--- config.mk ---
export PLATFORM = sky130hd
export DESIGN_NAME = slug_link
export DESIGN_NICKNAME = d
export VERILOG_FILES = /design/src/rtl/slug_link_pkg.sv /design/src/rtl/slug_link.sv
export SDC_FILE = /design/constraint.sdc
export NUM_CORES = 1
export LEC_CHECK = 0
export BUFFER_PORTS_ARGS = -buffer_cell sky130_fd_sc_hd__buf_2
export CORE_MARGIN = 2
export CORE_UTILIZATION = 52
export DETAILED_ROUTE_END_ITERATION = 6
export PLACE_DENSITY = 0.83
export SLEW_MARGIN = 20
export SYNTH_ARGS = -nofsm -noshare
export SYNTH_HDL_FRONTEND = slang
export SYNTH_SLANG_ARGS = --single-unit
--- constraint.sdc ---
create_clock -name clk -period 4.9 [get_ports clk]
set_input_delay 0.735 -clock clk [delete_from_list [all_inputs] [get_ports clk]]
set_output_delay 0.735 -clock clk [all_outputs]
set_load 0.01 [all_outputs]
--- src/rtl/slug_link_pkg.sv ---
// ============================================================================
// Module   : slug_link_pkg
// Purpose  : Shared bit positions and FSM state types for the slug_link bridge.
// Revision : 1.0 - initial release
// ============================================================================
`default_nettype none

package slug_link_pkg;

  // Bit positions inside the 32-bit CPU ports
  localparam int H2C_TGL = 8;   // port_in  : host-to-CPU toggle
  localparam int C2H_ACK = 12;  // port_in  : CPU-to-host ack toggle
  localparam int C2H_TGL = 8;   // port_out : CPU-to-host toggle
  localparam int H2C_ACK = 12;  // port_out : host-to-CPU ack toggle

  localparam int WAIT_CNT_W = 16;

  typedef enum logic [0:0] {
    TX_IDLE = 1'b0,
    TX_WAIT = 1'b1
  } tx_state_t;

  typedef enum logic [0:0] {
    RX_IDLE = 1'b0,
    RX_FULL = 1'b1
  } rx_state_t;

endpackage

`default_nettype wire

--- src/rtl/slug_link.sv ---
// ============================================================================
// Module   : slug_link
// Purpose  : Toggle-handshake byte bridge between a host stream interface and
//            a CPU's 32-bit input/output ports.
// Revision : 1.0 - initial release
// ============================================================================
`default_nettype none

module slug_link
  import slug_link_pkg::*;
#(
  parameter int TIMEOUT_CYCLES = 65535
) (
  input  logic        clk,
  input  logic        rst,
  input  logic        tx_valid,
  input  logic [7:0]  tx_data,
  output logic        tx_ready,
  output logic        rx_valid,
  output logic [7:0]  rx_data,
  input  logic        rx_ready,
  output logic        tx_timeout,
  output logic [31:0] port_in,
  input  logic [31:0] port_out
);

  localparam logic [WAIT_CNT_W-1:0] c_timeout_cnt = WAIT_CNT_W'(TIMEOUT_CYCLES);

  logic [31:0]           r_po_q;
  tx_state_t             r_tx_state;
  tx_state_t             w_tx_state_nxt;
  rx_state_t             r_rx_state;
  rx_state_t             w_rx_state_nxt;
  logic [7:0]            r_h2c_byte;
  logic                  r_h2c_tgl;
  logic                  r_c2h_ack;
  logic [WAIT_CNT_W-1:0] r_wait_cnt;
  logic [WAIT_CNT_W-1:0] w_wait_inc;
  logic                  r_tx_timeout;
  logic [7:0]            r_rx_data;
  logic                  w_tx_accept;
  logic                  w_rx_capture;
  logic                  w_rx_consume;
  logic                  w_unused_po;

  // The CPU port is asynchronous to our view of it; every decision uses the registered copy.
  always_ff @(posedge clk) begin
    if (rst) begin
      r_po_q <= '0;
    end else begin
      r_po_q <= port_out;
    end
  end

  assign w_unused_po = ^{r_po_q[31:13], r_po_q[11:9]};

  // ---------------------------------------------------------------- TX FSM
  always_comb begin
    w_tx_state_nxt = r_tx_state;
    w_tx_accept    = 1'b0;
    case (r_tx_state)
      TX_IDLE: begin
        if (tx_valid) begin
          w_tx_accept    = 1'b1;
          w_tx_state_nxt = TX_WAIT;
        end
      end
      TX_WAIT: begin
        if (r_po_q[H2C_ACK] == r_h2c_tgl) begin
          w_tx_state_nxt = TX_IDLE;
        end
      end
      default: w_tx_state_nxt = TX_IDLE;
    endcase
  end

  assign w_wait_inc = (r_wait_cnt == '1) ? r_wait_cnt : r_wait_cnt + 1'b1;

  // Timeout is only a status flag; the handshake keeps waiting for the ack.
  always_ff @(posedge clk) begin
    if (rst) begin
      r_tx_state   <= TX_IDLE;
      r_h2c_byte   <= '0;
      r_h2c_tgl    <= 1'b0;
      r_wait_cnt   <= '0;
      r_tx_timeout <= 1'b0;
    end else begin
      r_tx_state <= w_tx_state_nxt;
      if (w_tx_accept) begin
        r_h2c_byte <= tx_data;
        r_h2c_tgl  <= ~r_h2c_tgl;
        r_wait_cnt <= '0;
      end else if (r_tx_state == TX_WAIT) begin
        r_wait_cnt <= w_wait_inc;
        if (w_wait_inc >= c_timeout_cnt) begin
          r_tx_timeout <= 1'b1;
        end
      end
    end
  end

  // ---------------------------------------------------------------- RX FSM
  always_comb begin
    w_rx_state_nxt = r_rx_state;
    w_rx_capture   = 1'b0;
    w_rx_consume   = 1'b0;
    case (r_rx_state)
      RX_IDLE: begin
        if (r_po_q[C2H_TGL] != r_c2h_ack) begin
          w_rx_capture   = 1'b1;
          w_rx_state_nxt = RX_FULL;
        end
      end
      RX_FULL: begin
        if (rx_ready) begin
          w_rx_consume   = 1'b1;
          w_rx_state_nxt = RX_IDLE;
        end
      end
      default: w_rx_state_nxt = RX_IDLE;
    endcase
  end

  always_ff @(posedge clk) begin
    if (rst) begin
      r_rx_state <= RX_IDLE;
      r_rx_data  <= '0;
      r_c2h_ack  <= 1'b0;
    end else begin
      r_rx_state <= w_rx_state_nxt;
      if (w_rx_capture) begin
        r_rx_data <= r_po_q[7:0];
      end
      if (w_rx_consume) begin
        r_c2h_ack <= ~r_c2h_ack;
      end
    end
  end

  // ---------------------------------------------------------------- outputs
  always_comb begin
    port_in          = '0;
    port_in[7:0]     = r_h2c_byte;
    port_in[H2C_TGL] = r_h2c_tgl;
    port_in[C2H_ACK] = r_c2h_ack;
  end

  assign tx_ready   = (r_tx_state == TX_IDLE) && !rst;
  assign rx_valid   = (r_rx_state == RX_FULL);
  assign rx_data    = r_rx_data;
  assign tx_timeout = r_tx_timeout;

endmodule

`default_nettype wire

==> impl_metrics.yaml, run 1 <==
floorplanning:
  core_sq_um: 4060
  initial_core_util_pct: 54.7
  die_h_um: 69.3
  ioPinCount: 87
  die_x_um: 69.3
  dieArea_sq_um: 4810
  fp-row-count: 23
logic_synthesis:
  synth_top_area_share_pct: 42.4
  synth_edf_count: 0
  syn_area_per_cell_sq_um: 8.95
  netlist_area_sq_um: 2220
  yosysWarnings: 0
  synthesis.instances: 248
  synth_ff_type: "dfxtp_1"
  synthTopCellsByArea: "dfxtp_1 (42%), buf_4 (8.1%), nor2_1 (5.4%)"
  yosys.cell_types.count: 43
  async_reset_ff_share_pct: 0
  ys_ff_latch: 47
  ys_seq_area_share_pct: 42.4
  yosysTopAreaCell: "dfxtp_1"
cells_and_area:
  most-common-layout-cells: "dfxtp_1 (47), buf_2 (42), nor2_1 (32), nand2_1 (22), conb_1 (22)"
  multiInputGateArea_sq_um: 1080
  drive_above_1_share_pct: 19.9
  utilization_pct: 59.0
  n_fill_cell: 362
  final_area_sq_um: 2390
  regArea_sq_um: 941
  area_delta_synth_final_pct: 7.89
  final_common_cell: "dfxtp_1"
  n_antenna_cell: 0
  nets: 325
  layout.cells.non_filler: 331
clock_network:
  cts-root-buf: "clkbuf_8"
  cts_tree: "done"
  cts.reportedPaths.clkPinSlew_ps: 80
  cts_inserted_buffers: 5
  clk-insertion-delay-late_ps: 290
  ctsResizeCount: 0
  cts.sinks: 47
  cts_buffer_depth: 2
  post_cts_buffers: 0
  cts_hold_buf: 0
  h-tree-depth: 2
placed_design:
  placed_area_sq_um: 2310
  finalWeightedCongestion: 0.805
  post-place-cells: 323
  io_buffers: 42
  post-dp-hpwl_um: 2560
outcome:
  status: "completed"
drt:
  drt_iter0_drc: 57
  met3_length_um: 219
  wl_um: 3600
  wl_per_cell_um: 10.9
  met1_length_um: 1740
  avgViaCountPerCell: 4.95
  top_layer_used: "met4"
  met2_length_um: 1590
  postRouteAntennaNets: 0
  drc: 0
  num_vias: 1637
  first_pass_iters: 4
pwr:
  p_per_area_nw_per_um2: 295
  irDropWorstVdd_v: 0.000201
  p_leak_nw: 1.05
grt:
  grt_pass1_wl_um: 6290
  antenna_found_initial: 0
  grt_max_degree: 35
  overflow: 0
  track_usage_pct: 15.7
  first_global_vias: 1415
timing:
  tns_ps: 0
  period_share_pct: 44.8
  worstMarginPinSlew_ps: 690
  setup_violations: 0
  skew_ps: 4.92
  rsz0062_at_grt: "false"
  slew-limit-headroom_pct: 53.9
  fmax_ghz: 0.456
  timing.final.hold_violations: 0
  hold_ws_ps: 456
  finalMaxSlewViolations: 0
  min_period_ps: 2190
setup_path:
  worstSetupPathType: "in -> out"
  critPathMaxFanout: 34
  cp.arrival_ps: 1460
  startpoint_type: "input pin"
  endpoint_kind: "primary output"
  critical_path_required_ps: 4160
run:
  cap_violations: 0
hold_path:
  hold_path_class: "reg -> reg"
## worst paths after layout
check                                   from                         end  slack [ps]  cells past startpoint
setup / recovery                         rst                    tx_ready        2710                      3
hold / removal    r_h2c_byte[0]$_SDFFE_PP0P_  r_h2c_byte[0]$_SDFFE_PP0P_         460                      2
setup reg to reg  r_wait_cnt[0]$_SDFFE_PP0P_  r_wait_cnt[6]$_SDFFE_PP0P_        2810                      7
hold reg to reg   r_h2c_byte[0]$_SDFFE_PP0P_  r_h2c_byte[0]$_SDFFE_PP0P_         460                      2
## registers in the layout, indices dropped and copies added, names as in the netlist
register	flops
tx_timeout	1
r_c2h_ack	1
r_po_q	10
r_h2c_byte	8
r_h2c_tgl	1
rx_valid	1
r_wait_cnt	16
r_tx_state	1
rx_data	8
## stage by stage
step / power (mW) / setup WS (ps)
2_1_floorplan: 0.486 / 3070
3_3_place_gp: 0.493 / 2730
3_5_place_dp: 0.494 / 2700
4_1_cts: 0.715 / 2690
5_1_grt: 0.742 / 2620
6_report: 0.706 / 2710
## synth_stat cells, drive strengths merged (2+ instances only)
cell / count
buf: 33
and4: 5
a32o: 3
inv: 3
a21oi: 13
nor2b: 13
xnor2: 5
dfxtp: 47
nand3: 10
and2: 2
nor2: 33
nand4: 3
nand2b: 6
and3: 5
xor2: 10
o21ai: 2
clkbuf: 5
nand4b: 2
mux2i: 11
nand2: 22
## cells by family after synthesis
family,Yosys count,synth area share [%]
AOI/OAI and AO/OA,27,8.23
DFF,47,42.4
and+or+nand+nor,105,25.5
other,1,0.169
adders and majority gates,1,0.564
muxes,11,4.96
xor gates and xnor gates,15,5.92
buffers and inverters,41,12.3
## per-layer routing
| metal | GRT usage [%] | vias to the layer above |
|---|---|---|
| met5 | 0 | - |
| met3 | 4.22 | 5 |
| met1 | 20.0 | 741 |
| li1 | - | 845 |
| met2 | 25.2 | 46 |
| met4 | 6.54 | 0 |
## worst max-delay path, cell delays in order
cell and delay (ps):
buf_2 460, nor2_1 90, buf_2 160
## power breakdown
part	switching [mW]	leakage, nW	internal [mW]
clock	0.121	0.0412	0.0997
sequential	0.00982	0.384	0.398
combinational	0.0457	0.629	0.0317
total	0.177	1.05	0.529
## cell type report
class,count,share of cell area (%)
clock inverter,2,0.522
sequential,47,39.3
clock buffer,6,3.03
tap,50,2.61
timing repair buffer,42,8.78
inverter,3,0.470
multi-input combinational,181,45.3
Note: power is estimated with default switching activity, not from simulation.
==> run 2: changes to the inputs <==
--- a/config.mk
+++ b/config.mk
@@ -7,9 +7,9 @@
 export LEC_CHECK = 0
 export BUFFER_PORTS_ARGS = -buffer_cell sky130_fd_sc_hd__buf_2
 export CORE_MARGIN = 2
-export CORE_UTILIZATION = 52
+export CORE_UTILIZATION = 44
 export DETAILED_ROUTE_END_ITERATION = 6
-export PLACE_DENSITY = 0.83
+export PLACE_DENSITY = 0.74
 export SLEW_MARGIN = 20
 export SYNTH_ARGS = -nofsm -noshare
 export SYNTH_HDL_FRONTEND = slang
==> constraint.sdc (replaced) <==
create_clock -name clk -period 1.95 [get_ports clk]
set_input_delay 0.2925 -clock clk [delete_from_list [all_inputs] [get_ports clk]]
set_output_delay 0.2925 -clock clk [all_outputs]
set_load 0.01 [all_outputs]
==> run 2 against run 1 <==
Utilization fell by 5.3 points. Flip-flop and latch count unchanged. Combinational power rose to 2.7 times the previous value. Final cell count grew 10%. Sequential share of layout area decreased by 2.7 points. Register-to-register slack got worse by 2700 ps. Sequential power rose to 2.5 times the previous value. Critical endpoint is now tx_timeout$_SDFFE_PP0P_. Largest cell class unchanged.
==> impl_metrics.yaml, run 2 (synthesis results as in run 1) <==
cells_and_area:
  reg_top3: "r_wait_cnt: 16 flops, r_po_q: 10 flops"
  top_register: "r_wait_cnt"
  area_delta_synth_final_pct: 15.8
  n_fill_cell: 433
  n_antenna_cell: 0
  drive_above_1_share_pct: 24.9
  most-common-layout-cells: "dfxtp_1 (47), buf_2 (42), nor2_1 (32), nand2_1 (22), conb_1 (22)"
  nets: 341
  final_area_sq_um: 2570
  final_common_cell: "dfxtp_1"
  layout.cells.non_filler: 364
  largest_register_ffs: 16
setup_path:
  critical_path_required_ps: 2160
  crit_path_top_delay_cell: "dfxtp_1"
  worstSetupPathType: "reg -> reg"
  cp.arrival_ps: 2020
  crit_chain: "ha_2 -> buf_4 -> nand2_1 -> o22ai_1 -> a32o_1 -> and4_1 -> a21oi_1 -> o41ai_2"
  critical_path.max_stage_delay_ps: 380
  endpoint_kind: "flop"
  startpoint_type: "flop"
  critPathMaxFanout: 5
drt:
  avgViaCountPerCell: 4.70
  drt_iter0_drc: 81
  drc: 0
  wl_um: 4110
  num_vias: 1711
  postRouteAntennaNets: 0
  wl_per_cell_um: 11.3
  first_pass_iters: 4
pwr:
  p_leak_nw: 1.16
  irDropWorstVdd_v: 0.000604
  p_per_area_nw_per_um2: 766
  p_total_mw: 1.97
clock_network:
  clk-insertion-delay-late_ps: 300
  cts_inserted_buffers: 5
  cts.sinks: 47
  post_cts_buffers: 0
  cts-root-buf: "clkbuf_8"
  h-tree-depth: 2
  cts_tree: "done"
  cts_buffer_depth: 2
  cts.reportedPaths.clkPinSlew_ps: 80
timing:
  slew-limit-headroom_pct: 57.4
  fmax_ghz: 0.551
  skew_ps: 4.50
  worstMarginPinSlew_ps: 639
  min_period_ps: 1820
  tns_ps: 0
  setup_violations: 0
  timing.final.hold_violations: 0
  hold_ws_ps: 202
  rsz0062_at_grt: "false"
  period_share_pct: 93.1
  finalMaxSlewViolations: 0
placed_design:
  finalWeightedCongestion: 0.829
  io_buffers: 42
  placed_area_sq_um: 2450
  post-place-cells: 356
  post-dp-hpwl_um: 2950
grt:
  grt_pass1_wl_um: 6860
  first_global_vias: 1561
  busiest_layer: "met2"
  grt_max_degree: 32
  antenna_found_initial: 0
  use_met3_pct: 4.28
  track_usage_pct: 15.5
  met1_usage_pct: 19.5
  use_met2_pct: 26.0
  overflow: 0
floorplanning:
  initial_core_util_pct: 46.4
  die_x_um: 75.0
  ioPinCount: 87
  fp-row-count: 25
  die_h_um: 75.0
  core_sq_um: 4790
  dieArea_sq_um: 5630
hold_path:
  hold_path_class: "in -> reg"
outcome:
  status: "completed"
run:
  cap_violations: 0
==> run 2: what timing repair did <==
item	in CTS	in global routing
hold buffers	0	0
setup endpoints to repair	0	1
resized for setup	0	1
==> run 2: layer usage <==
metal / routed length, um / part of all wire [%]
met5: 0 / 0
met4: 55 / 1.3
met3: 243 / 5.9
met2: 1970 / 48
met1: 1840 / 45
==> run 2: stage by stage <==
step	util [%]	setup slack (ps)
floorplan	-	223
global placement	51.2	214
detailed placement	51.2	169
CTS	53.7	114
global route	53.7	10.6
finish	53.7	134
==> run 2: final timing paths <==
| check | from | slack (ps) | to | cells after the start |
|---|---|---|---|---|
| worst max-delay path | r_wait_cnt[1]$_SDFFE_PP0P_ | 130 | tx_timeout$_SDFFE_PP0P_ | 8 |
| worst min-delay path | port_out[7] | 200 | r_po_q[7]$_SDFF_PP0_ | 2 |
| worst max register to register | r_wait_cnt[1]$_SDFFE_PP0P_ | 130 | tx_timeout$_SDFFE_PP0P_ | 8 |
| worst min register to register | r_h2c_byte[7]$_SDFFE_PP0P_ | 460 | r_h2c_byte[7]$_SDFFE_PP0P_ | 2 |
==> run 2: power breakdown <==
part	leakage [nW]	total [mW]	switching [mW]	internal, mW
combinational	0.711	0.211	0.120	0.0908
sequential	0.384	1.02	0.0246	0.999
clock	0.0612	0.736	0.321	0.415
total	1.16	1.97	0.466	1.50
==> run 2: area by class of cell <==
class                      instances  area, sq um  share of cell area [%]
tap                               67         83.8                    3.26
multi-input combinational        181         1090                    42.3
clock buffer                       6         82.6                    3.21
timing repair buffer              58          330                    12.8
inverter                           3         11.3                   0.438
sequential                        47          941                    36.6
clock inverter                     2         35.0                    1.36
==> run 2: worst max-delay path: cells and delay by family (launching register included) <==
| family | cells | cell delay (ps) |
|---|---|---|
| AO/OA/AOI/OAI | 4 | 740 |
| buffers and inverters | 1 | 130 |
| adder cells (fa/ha/maj) | 1 | 220 |
| flip-flops | 1 | 380 |
| AND/OR/NAND/NOR | 2 | 240 |
